$ cat src/rtl/button_event_arbiter.sv
// Purpose: gathers one-cycle button press pulses into per-button pending flags and hands them out one at a time, round-robin.
// Latency: a press sampled at edge k sets pending at k+1 and raises evt_valid at k+2; one idle bubble follows each handshake.
// Backpressure: evt_valid/evt_id are held until evt_ready; new presses keep accumulating in pending and repeats raise sticky ovf bits.
module button_event_arbiter #(
   parameter int N    = 4,
   parameter int ID_W = 2
) (
   input  logic            clk,
   input  logic            rst,
   input  logic            en,
   input  logic [N-1:0]    press,
   output logic            evt_valid,
   output logic [ID_W-1:0] evt_id,
   input  logic            evt_ready,
   output logic [N-1:0]    pending,
   output logic [N-1:0]    ovf,
   input  logic            ovf_clr,
   output logic            busy
);

   typedef enum logic {
      IDLE  = 1'b0,
      GRANT = 1'b1
   } state_e;

   state_e            state_q, state_d;
   logic [N-1:0]      pending_q, pending_d;
   logic [N-1:0]      ovf_q, ovf_d;
   logic              evt_valid_q, evt_valid_d;
   logic [ID_W-1:0]   evt_id_q, evt_id_d;
   logic [ID_W-1:0]   ptr_q, ptr_d;

   logic [N-1:0]      set_mask;
   logic [N-1:0]      clr_mask;
   logic [N-1:0]      ovf_set;
   logic              sel_found;
   logic [ID_W-1:0]   sel_idx;
   logic [ID_W-1:0]   scan_idx;
   int                scan_pos;

   // Round-robin pick: first pending bit at or above ptr, wrapping from N-1 back to 0.
   always_comb begin
      sel_found = 1'b0;
      sel_idx   = '0;
      scan_pos  = 0;
      scan_idx  = '0;
      for (int k = 0; k < N; k++) begin
         scan_pos = (int'(ptr_q) + k) % N;
         scan_idx = ID_W'(scan_pos);
         if (!sel_found && pending_q[scan_idx]) begin
            sel_found = 1'b1;
            sel_idx   = scan_idx;
         end
      end
   end

   // Grant FSM: IDLE launches a grant when anything is pending, GRANT waits for the consumer.
   always_comb begin
      state_d     = state_q;
      evt_valid_d = evt_valid_q;
      evt_id_d    = evt_id_q;
      ptr_d       = ptr_q;
      clr_mask    = '0;
      case (state_q)
         IDLE: begin
            evt_valid_d = 1'b0;
            if (sel_found) begin
               state_d           = GRANT;
               evt_valid_d       = 1'b1;
               evt_id_d          = sel_idx;
               clr_mask[sel_idx] = 1'b1;
            end
         end
         GRANT: begin
            if (evt_ready) begin
               state_d     = IDLE;
               evt_valid_d = 1'b0;
               // Pointer wraps at N, not at 2^ID_W, so unused IDs are never visited.
               if (evt_id_q == ID_W'(N - 1)) begin
                  ptr_d = '0;
               end else begin
                  ptr_d = evt_id_q + ID_W'(1);
               end
            end
         end
         default: begin
            state_d     = IDLE;
            evt_valid_d = 1'b0;
         end
      endcase
   end

   // Capture and overrun: a fresh press beats the grant-time clear, and only a press onto a
   // flag that is staying set counts as an overrun. A new overrun beats ovf_clr.
   always_comb begin
      set_mask  = en ? press : '0;
      ovf_set   = set_mask & pending_q & ~clr_mask;
      pending_d = (pending_q & ~clr_mask) | set_mask;
      ovf_d     = (ovf_clr ? '0 : ovf_q) | ovf_set;
   end

   // State and flag registers; reset abandons any in-flight grant without a handshake.
   always_ff @(posedge clk or negedge rst) begin
      if (!rst) begin
         state_q     <= IDLE;
         pending_q   <= '0;
         ovf_q       <= '0;
         evt_valid_q <= 1'b0;
         evt_id_q    <= '0;
         ptr_q       <= '0;
      end else begin
         state_q     <= state_d;
         pending_q   <= pending_d;
         ovf_q       <= ovf_d;
         evt_valid_q <= evt_valid_d;
         evt_id_q    <= evt_id_d;
         ptr_q       <= ptr_d;
      end
   end

   assign evt_valid = evt_valid_q;
   assign evt_id    = evt_id_q;
   assign pending   = pending_q;
   assign ovf       = ovf_q;
   assign busy      = (|pending_q) | evt_valid_q;

endmodule

$ cat config.mk
export PLATFORM = sky130hd
export DESIGN_NAME = button_event_arbiter
export DESIGN_NICKNAME = d
export VERILOG_FILES = /design/src/rtl/button_event_arbiter.sv
export SDC_FILE = /design/constraint.sdc
export NUM_CORES = 1
export LEC_CHECK = 0
export CAP_MARGIN = 20
export CORE_MARGIN = 8
export CORE_UTILIZATION = 35
export DETAILED_ROUTE_END_ITERATION = 6
export PLACE_DENSITY = 0.72
export SETUP_SLACK_MARGIN = 0.1
export SYNTH_ARGS = -nofsm -noshare
export SYNTH_HDL_FRONTEND = slang
export SYNTH_SLANG_ARGS = --single-unit
$ cat constraint.sdc
create_clock -name clk -period 2 [get_ports clk]
set_input_delay 0.3 -clock clk [delete_from_list [all_inputs] [get_ports clk]]
set_output_delay 0.3 -clock clk [all_outputs]
set_load 0.02 [all_outputs]
# After elaboration in Yosys (flattened, before gate mapping)
# Cells that the tools add are included.
# W data, S select, Z words.
# word_totals
reg_bits	14
inputBits	9
out_inout_bits	12
wordCells	64
# op_classes
n_addsub	4
magnitude_cmp	6
n_eq_ne	2
muxes	28
n_bitwise	8
n_reduce_logical	10
# op_table
operator	n
$mux W4	4
$lt A2 B3 Y1 const B	5
$and A4 B4 Y4	3
$mux W1	12
$mux W2	5
$bmux W1 S2	4
$or A4 B4 Y4	2
$add A2 B1 Y2 const B	2
$add A2 B2 Y2 const B	2
$logic_and A1 B1 Y1	4
$not A4 Y4	1
$pmux W1 S2	2
$reduce_and A2 Y1	2
$reduce_or A4 Y1	1
$logic_not A1 Y1	3
$demux W1 S2	1
$eq A2 B2 Y1 const B	1
$ge A2 B1 Y1 const B	1
$ne A2 B2 Y1 const B	1
$not A1 Y1	1
$or A1 B1 Y1	1

# Depth between registers and ports, before layout
# Gate-level depths: netlist of the first run.
# depth
word_depth	21
mapped_depth	5

# Worst setup path before layout of the first run
# Ideal clock, no wire load.
# synth_path
kind	register to output
startpoint	reg pending_q[2] (netlist: pending[2])
endpoint	out busy
arrival_ps	1399
required_ps	1700
slack_ps	301
path_stages_with_launch	3
n_path_buf	0
cell_sequence	dfrtp_1 > or4_4 > or2_2
# synth_via
elab_chain_cells	2
# synth_rtl
item	line	rtl
start: declaration	27	logic [N-1:0] pending_q, pending_d;
start signal: assignment	113	pending_q <= pending_d;
$reduce_or A4 Y1	125	assign busy = (|pending_q) | evt_valid_q;
$or A1 B1 Y1	125	
end: declaration	18	output logic busy
# Every way passes these cells.

# Worst setup path in the final report of the first run
# layout_path
startpoint	reg pending_q[0] (netlist: pending[0])
endpoint	out busy
# The elaborated chain is that of the path after synthesis.

==> flow_summary.toml, run 1 <==
[outcome]
outcome = "finished clean"

[worst_setup_path]
worst_ep_required_time_ps = 1700
end_kind = "primary output"
worstReg2RegStart = "pending[0]$_DFF_PN0_"
r2r_end = "ovf[3]$_DFF_PN0_"
critical-path-max-stage-delay_ps = 530
critPathKind = "reg2out"
worstPathMaxFanout = 2
cpMaxStageDelayCell = "or4_4"
r2r_setup_slack_ps = 330
critPathTopFamily = "simple AND/OR/NAND/NOR gates"
cp.depth = 3
crit_chain = "or4_4, or2_4, buf_6"
endpoint = "busy"
cp_num_buf_inv = 1
cp-start-kind = "flip-flop"
startpoint = "pending[0]$_DFF_PN0_"
critPathArrivalTime_ps = 1570
worstRegToRegCells = 5

[clocking]
htreeDepth = 1
numCtsBuffers = 3
cts_tree = "yes"
cts_sinks = 14
clock_tree.root_cell = "clkbuf_4"
max-clock-path-buffers = 2
path_clk_slew_ps = 90
clkLatencyLatePin_ps = 280
postCtsHoldBufs = 0

[power]
cellPowerDensity_nw_per_um2 = 1390
clkPwrFrac = 0.141
power_mw = 1.48
p_sw_mw = 0.599
internal_power_mw = 0.879
p_seq_frac = 0.312
combPwrFrac = 0.547
leakage_nw = 0.459
vdd_drop_max_uv = 597
swShare = 0.405

[sta]
slew_headroom = 0.580
fmax_mhz = 535
hold_viol = 0
tightest_slew_ps = 628
post-route-period-util = 0.934
drv_slew = 0
fin_hold_ws_ps = 399
skew_ps = 1.60
fin_crit_ps = 1870
setup_violations = 0
rsz0062_at_grt = "true"

[yosys]
synth.area.mux_share = 0.0148
ys_seq_area_frac = 0.461
synth_edf_count = 0
yosysWarnings = 0
ys.flop_type = "dfrtp_1"
synth_seq_cells = 14
syn_avg_cell_area_sq_um = 10.1
synth_top_family_by_area = "compound AO/OA/AOI/OAI gates"
synth_compound_area_frac = 0.283
synthCells = 75
synth_adder_area_share = 0.0164
syn_nets = 85
synth_simple_gate_area_frac = 0.186
synth_xor_area_frac = 0
synthArstFlopShare = 1.00
syn_area_sq_um = 761
ys_types = 32

[detailed_routing]
ant_nets = 0
drc = 0
via_per_inst = 5.50
drt_iter0_markers = 19
wl_per_cell_um = 14.6
wl_um = 1910
first_pass_iters = 5
vias = 721

[final_layout]
layout_common_cells = "19 x clkdlybuf4s50_1, 14 x dfrtp_1, 7 x nand2_1, 7 x a21oi_1"
n_antenna_cell = 0
drive_gt1_frac = 0.175
final_cell_area_sq_um = 1070
area_delta_synth_final_pct = 40.1
nNetsFinal = 114
mostFrequentLayoutCell = "clkdlybuf4s50_1"
nFillCells = 206

[floorplanning]
coreArea_sq_um = 2130
fp-row-count = 17
dieArea_sq_um = 3920
ios = 21
die_w_um = 62.6
fp.dieH_um = 62.6
start_util = 0.358

[grt]
antenna_found_initial = 0
grt_pass1_vias = 670
grt_max_degree = 15
overflow = 0
grt_usage = 0.0999
grt_pass1_wl_um = 3210

[place]
gp_congestion = 0.788
dpl.hpwl_um = 1450
dpl-instance-area_sq_um = 1020
io_buffers = 20

[run]
drv_cap = 0

[hold_path]
worstHoldPathType = "in2async"
==> power groups by stage <==
stage / clock network (mW) / registers (mW) / logic, mW
floorplan: 0 / 0.582 / 0.353
global placement: 0 / 0.461 / 0.790
detailed placement: 0 / 0.470 / 0.793
CTS: 0.213 / 0.463 / 0.798
global route: 0.228 / 0.480 / 0.875
finish: 0.209 / 0.461 / 0.809
==> routing by layer <==
| metal | routed length (um) | track usage |
|---|---|---|
| met1 | 806 | 0.124 |
| met2 | 865 | 0.144 |
| met5 | 0 | 0 |
| met3 | 177 | 0.0269 |
| met4 | 63 | 0.0741 |
==> through the flow <==
| stage | TNS, ps | std cells | setup WS (ps) | utilization |
|---|---|---|---|---|
| 6_report | 0 | 131 | 132 | 0.501 |
| 5_1_grt | 0 | 131 | 87.9 | 0.501 |
| 4_1_cts | 0 | 130 | 115 | 0.498 |
| 3_5_place_dp | -16.2 | 126 | -16.2 | 0.479 |
| 3_3_place_gp | -9.58 | 126 | -9.58 | 0.479 |
| 2_1_floorplan | 0 | 75 | 301 | - |
==> worst min-delay path by stage <==
stage / slack, ps / cells past startpoint / startpoint / to
after floorplan: 4 / 0 / rst / evt_id[0]$_DFFE_PN0P_
after global placement: 490 / 1 / evt_id[1]$_DFFE_PN0P_ / evt_id[1]$_DFFE_PN0P_
after detailed placement: 510 / 1 / evt_id[1]$_DFFE_PN0P_ / evt_id[1]$_DFFE_PN0P_
after CTS: 420 / 1 / rst / evt_valid$_DFFE_PN0P_
after global routing: 460 / 1 / rst / evt_valid$_DFFE_PN0P_
final: 400 / 1 / rst / evt_valid$_DFFE_PN0P_
==> layout make-up <==
type                    count  area (sq um)  area share
flip-flops and latches     14           350       0.329
multi-input cells          55           383       0.359
clock buffers               4          36.3      0.0340
well taps                  28          35.0      0.0329
inverters                   4          15.0      0.0141
repair buffers             26           246       0.231
==> flip-flops by register name, summed over array words and instances (netlist names) <==
register	count
ptr_q	2
ovf	4
state_q	1
evt_valid	1
pending	4
evt_id	2
==> logic make-up (layout without fill, tap and decap cells) <==
logic type,Yosys count,in the layout
compound gates,30,30
simple gates,23,23
flops,14,14
buf+inv,6,34
fa+ha+maj,1,1
mux,1,1
==> Yosys cell counts, types with 2 or more instances <==
master    count  area (sq um)
dfrtp_1      14           350
a21oi_1       7          35.0
nand2_1       7          26.3
a31oi_1       6          37.5
nand2b_1      5          31.3
inv_1         4          15.0
a21o_1        2          15.0
nor2b_1       2          12.5
o211ai_1      2          15.0
o21a_1        2          15.0
o21ai_0       2          10.0
o31ai_2       2          25.0
==> worst register-to-register path, cell delays in order, from the launching register on <==
cell and delay (ps):
dfrtp_1 380, or4_4 530, buf_4 150, nand2b_2 190, nor3b_4 100, o31ai_2 230
==> timing repair <==
action,4_1_cts,5_1_grt
endpoints found under the setup margin,1,1
pin swaps,0,1
resized for setup,7,0
buffers inserted,0,1
Note: power is estimated with default switching activity, not from simulation.
==> run 2, diff against run 1 <==
Settings changed: CORE_UTILIZATION 35 to 46, CTS_CLUSTER_SIZE set to 28, PLACE_DENSITY 0.72 to 0.88.
==> run 2 against run 1 <==
Global-route usage is 2.2 points higher. Utilization is 19 points higher. Count of clock-buffer cells in the layout stayed put. Non-clock buffer count stayed put. Largest power group unchanged.
==> flow_summary.toml, run 2 (synthesized netlist as in run 1, its figures left out) <==
[outcome]
outcome = "finished clean"

[worst_setup_path]
r2r_end = "ovf[3]$_DFF_PN0_"
cp_num_buf_inv = 1
worstPathMaxFanout = 2
crit_chain = "or4_4, or2_4, buf_6"
r2r_setup_slack_ps = 350
critical-path-max-stage-delay_ps = 540
cp-start-kind = "flip-flop"
cpMaxStageDelayCell = "or4_4"
critPathTopFamily = "simple AND/OR/NAND/NOR gates"
critPathKind = "reg2out"
cp.depth = 3
worstRegToRegCells = 5
worst_ep_required_time_ps = 1700
worstReg2RegStart = "pending[2]$_DFF_PN0_"
end_kind = "primary output"
critPathArrivalTime_ps = 1570

[clocking]
postCtsSetupBuffers = 0
postCtsHoldBufs = 0
max-clock-path-buffers = 2
cts_tree = "yes"
clock_tree.root_cell = "clkbuf_4"
htreeDepth = 1
clkLatencyLatePin_ps = 280
numCtsBuffers = 3
path_clk_slew_ps = 90
cts_resized = 7
cts_sinks = 14

[power]
internal_power_mw = 0.874
clkPwrFrac = 0.140
combPwrFrac = 0.549
cellPowerDensity_nw_per_um2 = 1400
p_sw_mw = 0.602
vdd_drop_max_uv = 830
power_mw = 1.48
p_seq_frac = 0.311
swShare = 0.408
leakage_nw = 0.460

[final_layout]
nNetsFinal = 114
nFillCells = 129
layout_common_cells = "19 x clkdlybuf4s50_1, 14 x dfrtp_1, 7 x nand2_1, 7 x a21oi_1"
fin_util = 0.690
area_delta_synth_final_pct = 38.2
drive_gt1_frac = 0.175
n_antenna_cell = 0
mostFrequentLayoutCell = "clkdlybuf4s50_1"

[floorplanning]
dieArea_sq_um = 3210
fp-row-count = 14
die_w_um = 56.7
fp.dieH_um = 56.7
start_util = 0.499
ios = 21
coreArea_sq_um = 1520

[sta]
fin_crit_ps = 1870
drv_slew = 0
setup_violations = 0
fmax_mhz = 534
fin_tns_setup_ps = 0
fin_hold_ws_ps = 386
hold_viol = 0
post-route-period-util = 0.936
skew_ps = 5.44
slew_headroom = 0.597
rsz0062_at_grt = "true"
fin_ws_ps = 128
tightest_slew_ps = 602

[grt]
grt_pass1_vias = 734
grt_max_degree = 15
grt_usage = 0.122
overflow = 0
antenna_found_initial = 0
grt_pass1_wl_um = 3240

[place]
io_buffers = 20
dpl.hpwl_um = 1540
place_ws_ps = -15.7
gp_congestion = 0.912

[detailed_routing]
drc = 0
via_per_inst = 5.78
first_pass_iters = 4
ant_nets = 0
wl_per_cell_um = 16.5
vias = 688
drt_iter0_markers = 14
wl_um = 1960

[run]
drv_cap = 0

[hold_path]
worstHoldPathType = "in2async"
run 2: per-stage QoR:
step	std cells	area (sq um)
detailed placement	115	1010
finish	119	1050
floorplan	75	761
global placement	115	1010
global route	119	1050
CTS	119	1050
run 2: worst max path at each step:
| stage | startpoint | end |
|---|---|---|
| 6_report | pending[2]$_DFF_PN0_ | busy |
| 5_1_grt | pending[2]$_DFF_PN0_ | busy |
| 4_1_cts | pending[2]$_DFF_PN0_ | busy |
| 3_5_place_dp | pending[2]$_DFF_PN0_ | busy |
| 3_3_place_gp | pending[2]$_DFF_PN0_ | busy |
| 2_1_floorplan | pending[2]$_DFF_PN0_ | busy |
run 2: worst register-to-register path: stages, from the launching register on:
cell and delay (ps):
dfrtp_1 390, or4_4 540, buf_4 160, nand2b_2 180, nor3b_4 100, o31ai_2 220
run 2: power by group through the flow:
stage / Sequential (mW) / Clock, mW / Combinational, mW
6_report: 0.459 / 0.207 / 0.811
3_3_place_gp: 0.460 / 0 / 0.783
5_1_grt: 0.472 / 0.222 / 0.875
2_1_floorplan: 0.582 / 0 / 0.353
3_5_place_dp: 0.465 / 0 / 0.809
4_1_cts: 0.460 / 0.212 / 0.813
run 2: per-layer routing:
layer,GRT usage,wire length [um]
met1,0.139,848
met2,0.204,928
met3,0.0382,135
met4,0.0515,46
met5,0,0
run 2: area by class of cell:
type	count	area, sq um	share of cell area
Multi-Input combinational cell	55	383	0.364
Sequential cell	14	350	0.333
Timing Repair Buffer	26	246	0.235
Clock buffer	4	36.3	0.0345
Tap cell	16	20.0	0.0190
Inverter	4	15.0	0.0143
